--- src/rtl/lcd_pkg.sv ---
// lcd_pkg: shared FSM states, command field positions and power-on init ROM for the LCD scheduler
package lcd_pkg;
  typedef enum logic [3:0] {
    S_PWR_WAIT, S_INIT_LOAD, S_IDLE, S_SETUP, S_EHI1, S_GAP, S_EHI2, S_SETTLE, S_DONE
  } state_t;
  localparam int RS_BIT = 8;
  localparam int NIB_BIT = 9;
  localparam logic [7:0] CMD_CLEAR = 8'h01;
  localparam logic [7:0] CMD_HOME = 8'h02;
  localparam logic [9:0] INIT_ROM [8] = '{
    10'h230, 10'h230, 10'h230, 10'h220, 10'h028, 10'h00C, 10'h006, 10'h001
  };
endpackage

--- src/rtl/lcd_init_rom.sv ---
// lcd_init_rom: combinational lookup of the power-on init sequence as {nib_only, rs, byte}
module lcd_init_rom
  import lcd_pkg::*;
(
  input  logic [2:0] addr,
  output logic [9:0] word
);
  assign word = INIT_ROM[addr];
endmodule

--- src/rtl/lcd_cmd_scheduler.sv ---
// lcd_cmd_scheduler: runs LCD power-on init, then round-robin schedules two requesters onto the 4-bit bus
module lcd_cmd_scheduler
  import lcd_pkg::*;
#(
  parameter int SETUP_CYC   = 5,
  parameter int E_HIGH_CYC  = 15,
  parameter int NIBBLE_GAP  = 10,
  parameter int SHORT_DELAY = 2500,
  parameter int LONG_DELAY  = 110000,
  parameter int PWR_WAIT    = 750000
) (
  input  logic       clock,
  input  logic       reset,
  input  logic [1:0] req,
  input  logic [8:0] data0,
  input  logic [8:0] data1,
  output logic [1:0] ack,
  output logic       busy,
  output logic       init_done,
  output logic       rs,
  output logic       e,
  output logic [3:0] d
);
  localparam int MAXC = PWR_WAIT > LONG_DELAY ? PWR_WAIT : LONG_DELAY;
  localparam int CW = $clog2(MAXC);
  state_t state;
  logic [CW-1:0] cnt, lim;
  logic [2:0] idx;
  logic [9:0] cmd, rom_word;
  logic [8:0] sel;
  logic rr, gnt, pick, hit, lng;
  lcd_init_rom u_rom (.addr(idx), .word(rom_word));
  always_comb begin
    lng = !cmd[RS_BIT] && (cmd[7:0] == CMD_CLEAR || cmd[7:0] == CMD_HOME);
    lim = state == S_PWR_WAIT ? CW'(PWR_WAIT - 1) :
          state == S_SETUP ? CW'(SETUP_CYC - 1) :
          (state == S_EHI1 || state == S_EHI2) ? CW'(E_HIGH_CYC - 1) :
          state == S_GAP ? CW'(NIBBLE_GAP - 1) :
          state == S_SETTLE ? (lng ? CW'(LONG_DELAY - 1) : CW'(SHORT_DELAY - 1)) : '0;
    hit = cnt == lim;
    pick = req[rr] ? rr : ~rr;
    sel = pick ? data1 : data0;
  end
  always_ff @(posedge clock) begin
    if (!reset) begin
      state <= S_PWR_WAIT;
      cnt <= '0;
      idx <= '0;
      rr <= 1'b0;
      gnt <= 1'b0;
      cmd <= '0;
      rs <= 1'b0;
      e <= 1'b0;
      d <= '0;
      ack <= '0;
      init_done <= 1'b0;
      busy <= 1'b1;
    end else begin
      ack <= '0;
      cnt <= hit ? '0 : cnt + CW'(1);
      case (state)
        S_PWR_WAIT: if (hit) state <= S_INIT_LOAD;
        S_INIT_LOAD: begin
          cmd <= rom_word;
          rs <= rom_word[RS_BIT];
          d <= rom_word[7:4];
          state <= S_SETUP;
        end
        S_IDLE: if (init_done && req[pick]) begin
          gnt <= pick;
          cmd <= {1'b0, sel};
          rs <= sel[RS_BIT];
          d <= sel[7:4];
          busy <= 1'b1;
          state <= S_SETUP;
        end
        S_SETUP: if (hit) begin
          e <= 1'b1;
          state <= S_EHI1;
        end
        S_EHI1: if (hit) begin
          e <= 1'b0;
          state <= cmd[NIB_BIT] ? S_SETTLE : S_GAP;
        end
        S_GAP: begin
          // low nibble changes one cycle after e fell so it never moves on the e edge
          if (cnt == '0) d <= cmd[3:0];
          if (hit) begin
            e <= 1'b1;
            state <= S_EHI2;
          end
        end
        S_EHI2: if (hit) begin
          e <= 1'b0;
          state <= S_SETTLE;
        end
        S_SETTLE: if (hit) begin
          if (init_done) ack[gnt] <= 1'b1;
          state <= S_DONE;
        end
        S_DONE: if (init_done) begin
          rr <= ~gnt;
          busy <= 1'b0;
          state <= S_IDLE;
        end else begin
          idx <= idx + 3'd1;
          if (idx == 3'd7) begin
            init_done <= 1'b1;
            busy <= 1'b0;
            state <= S_IDLE;
          end else state <= S_INIT_LOAD;
        end
        default: state <= S_PWR_WAIT;
      endcase
    end
  end
endmodule

--- config.mk ---
export PLATFORM = sky130hd
export DESIGN_NAME = lcd_cmd_scheduler
export DESIGN_NICKNAME = d
export VERILOG_FILES = /design/src/rtl/lcd_pkg.sv /design/src/rtl/lcd_init_rom.sv /design/src/rtl/lcd_cmd_scheduler.sv
export SDC_FILE = /design/constraint.sdc
export NUM_CORES = 1
export LEC_CHECK = 0
export BUFFER_PORTS_ARGS = -buffer_cell sky130_fd_sc_hd__buf_2
export CAP_MARGIN = 20
export CORE_MARGIN = 5
export CORE_UTILIZATION = 35
export CTS_CLUSTER_DIAMETER = 100
export DETAILED_ROUTE_END_ITERATION = 8
export PLACE_DENSITY = 0.5
export SKIP_LAST_GASP = 1
export SLEW_MARGIN = 20
export SYNTH_ARGS = -nofsm -noshare
export SYNTH_HDL_FRONTEND = slang
export SYNTH_SLANG_ARGS = --single-unit
export TNS_END_PERCENT = 20
--- constraint.sdc ---
create_clock -name clock -period 3.6 [get_ports clock]
set_input_delay 0 -clock clock [delete_from_list [all_inputs] [get_ports clock]]
set_output_delay 0 -clock clock [all_outputs]
set_load 0.02 [all_outputs]
==> run_results.csv <==
group,metric,value,unit
setup_path,ff2ff_setup_slack,0.79,ns
clock_tree,cts.sinks,48,
run_status,outcome,"complete, no violations",
grt,grt_use_total,14.8,%
synthesis,synth_top_area_share,33.7,%
route,drt_iter0_drc,82,
sta,period_share,78.2,%
grt,antenna_found_initial,0,
place,gp_congestion,0.859,
clock_tree,cts_root_buf,"clkbuf_8",
sta,clock-skew-final,0.00999,ns
synthesis,synth.net_count,389,
sta,setup_viol,0,
setup_path,start_kind,"register",
setup_path,path_class,"reg -> reg",
sta,hold_viol,0,
sta,setup_tns,0,ns
place,port_buffers,31,
floorplanning,rows,33,
layout,area_growth,12.5,%
clock_tree,cts_hold_buf,0,
layout,drive_gt1_share,13.3,%
floorplanning,dieArea,10000,µm²
synthesis,yosysSeqAreaShare,33.7,%
grt,grt_pass1_wl,12100,µm
grt,grt_overflow_total,0,
grt,grt_pass1_vias,2495,
synthesis,synth-async-reset-ratio,0,%
synthesis,yosysUniqueCellTypes,55,
sta,fmax,0.355,GHz
synthesis,synth-edff-count,0,
synthesis,synth.most_common_cell,"nor2_1",
route,drt-total-wl,7100,µm
sta,fin_crit,2.81,ns
route,wl_per_cell,14.5,µm
sta,max_slew.worst_pin.slew,0.850,ns
clock_tree,cts_resized,0,
floorplanning,io_pins,32,
setup_path,cp_max_fo,21,
floorplanning,coreArea,8050,µm²
setup_path,critPathArrivalTime,3.07,ns
setup_path,cp_num_buf_inv,0,
synthesis,avgSynthCellArea,7.91,µm²
sta,slew_violations,0,
setup_path,crit_path_top_delay_cell,"dfxtp_1",
route,remaining_drc_errors,0,
sta,fin_ws,0.786,ns
place,dp_slack,0.799,ns
synthesis,synth_area,2850,µm²
floorplanning,start_util,35.4,%
layout,n_antenna_cell,0,
worst_hold_path,hold_class,"in -> reg",
setup_path,crit_chain,"and4b_1 -> and4_1 -> or4_1 -> a221oi_1 -> nand4_1 -> nor4b_1 -> and2_1",
layout,nets,412,
route,via_per_inst,5.18,
sta,rsz0062_at_grt,"false",
job,maxCapViolCount,0,
synthesis,syn_inst,360,
clock_tree,numCtsBuffers,5,
place,dp_hpwl,5270,µm
clock_tree,clock_latency,0.31,ns
clock_tree,path_clk_slew,0.09,ns
power_and_ir_drop,fin_total_pwr,1.64,mW
setup_path,critPathMaxStageDelay,0.75,ns
setup_path,cp.required,3.85,ns
setup_path,end_kind,"register",
synthesis,synthFlopType,"dfxtp_1",
synthesis,synth_seq_cells,48,
floorplanning,die_h,100,µm
route,num_vias,2535,
power_and_ir_drop,power_leakage,1.22,nW
synthesis,ys_warn_count,0,
synthesis,synth_area_leaders,"dfxtp_1 (34%), nor2_1 (7.0%), mux2i_1 (4.9%), xor2_1 (4.6%), nand2_1 (4.1%)",
clock_tree,h-tree-depth,2,
power_and_ir_drop,p_per_area,513,nW/µm²
synthesis,yosysTopAreaCell,"dfxtp_1",
sta,relSlewSlack,43.2,%
layout,fin_util,39.8,%
setup_path,crit_family,"simple AND/OR/NAND/NOR gates",
route,ant_nets,0,
grt,grt_start_max_net_pins,22,
route,dr.pass1.iters,4,
clock_tree,cts_tree,"done",
power_and_ir_drop,vdd_drop_max,0.000185,V
clock_tree,cts_buffer_depth,2,
clock_tree,post_cts_buffers,0,
layout,fill_cells,843,
synthesis,synth_common_cells,"nor2_1 (53), dfxtp_1 (48), nand2_1 (31)",
floorplanning,die_width,100,µm
[worst register-to-register path: stages (launching register included)]
cell and delay [ns]:
dfxtp_1 0.75, and4b_1 0.31, and4_1 0.25, or4_1 0.44, a221oi_1 0.31, nand4_1 0.13
nor4b_1 0.40, and2_1 0.18
[placed cells by master (no fill, tap or decap), drive strengths merged, types with 4 or more instances in the layout]
cell type / count
a21oi: 16
and2: 5
and3: 6
buf: 35
clkbuf: 6
dfxtp: 48
ha: 7
inv: 11
mux2i: 14
nand2: 31
nand2b: 6
nand3: 15
nand4: 6
nor2: 53
nor2b: 8
nor3: 11
nor4: 9
o21a: 4
o21ai: 15
o31ai: 4
or3: 6
xnor2: 10
xor2: 15
[layer usage]
layer	track usage (%)	wire length (µm)	up-vias
met5	0	0	-
li1	-	-	1329
met2	24.1	3270	33
met1	19.7	3530	1161
met3	2.57	182	12
met4	5.08	116	0
[final cells by class]
type                    instances  area, µm²  area share [%]
multi-input cells             282       1760            55.0
flip-flops and latches         48        961            30.0
repair buffers                 35        185            5.78
well taps                     105        131            4.10
clock buffers                   6       82.6            2.58
inverters                      11       41.3            1.29
clock inverters                 2       38.8            1.21
[flip-flops by register name, summed over array words and instances (netlist names)]
register / cells
ack: 2
cmd: 10
gnt: 1
init_done: 1
cnt: 20
d: 4
state: 4
rr: 1
e: 1
idx: 3
busy: 1
[stage by stage]
stage                     hold slack (ns)  cells  area [µm²]
final                              0.0169    489        3200
after global routing               0.0362    489        3200
after CTS                         0.00813    489        3200
after detailed placement            0.327    481        3080
after global placement              0.324    481        3080
after floorplan                     0.255    360        2850
[kinds of logic (layout without fill, tap and decap cells)]
| family | Yosys count | in the layout | share of synthesized area [%] |
|---|---|---|---|
| AO/OA/AOI/OAI | 66 | 66 | 16.3 |
| XOR/XNOR | 25 | 25 | 7.69 |
| adder cells (fa/ha/maj) | 7 | 7 | 3.08 |
| buffers and inverters | 30 | 54 | 4.35 |
| flip-flops | 48 | 48 | 33.7 |
| multiplexers | 14 | 14 | 4.92 |
| AND/OR/NAND/NOR | 170 | 170 | 29.9 |
[path summary, 6_finish.rpt]
path                            startpoint      to  cells past startpoint
worst max-delay path              state[3]  ack[1]                      7
worst min-delay path                 reset    busy                      2
worst max register to register    state[3]  ack[1]                      7
worst min register to register      cmd[6]  cmd[6]                      2
[power breakdown]
group	total (mW)	leakage (nW)	internal, mW	switching [mW]
Sequential	0.647	0.388	0.578	0.0694
Combinational	0.579	0.766	0.243	0.336
Clock	0.417	0.0614	0.227	0.190
Total	1.64	1.22	1.05	0.595
No activity file was read; power rests on OpenSTA's default activity.
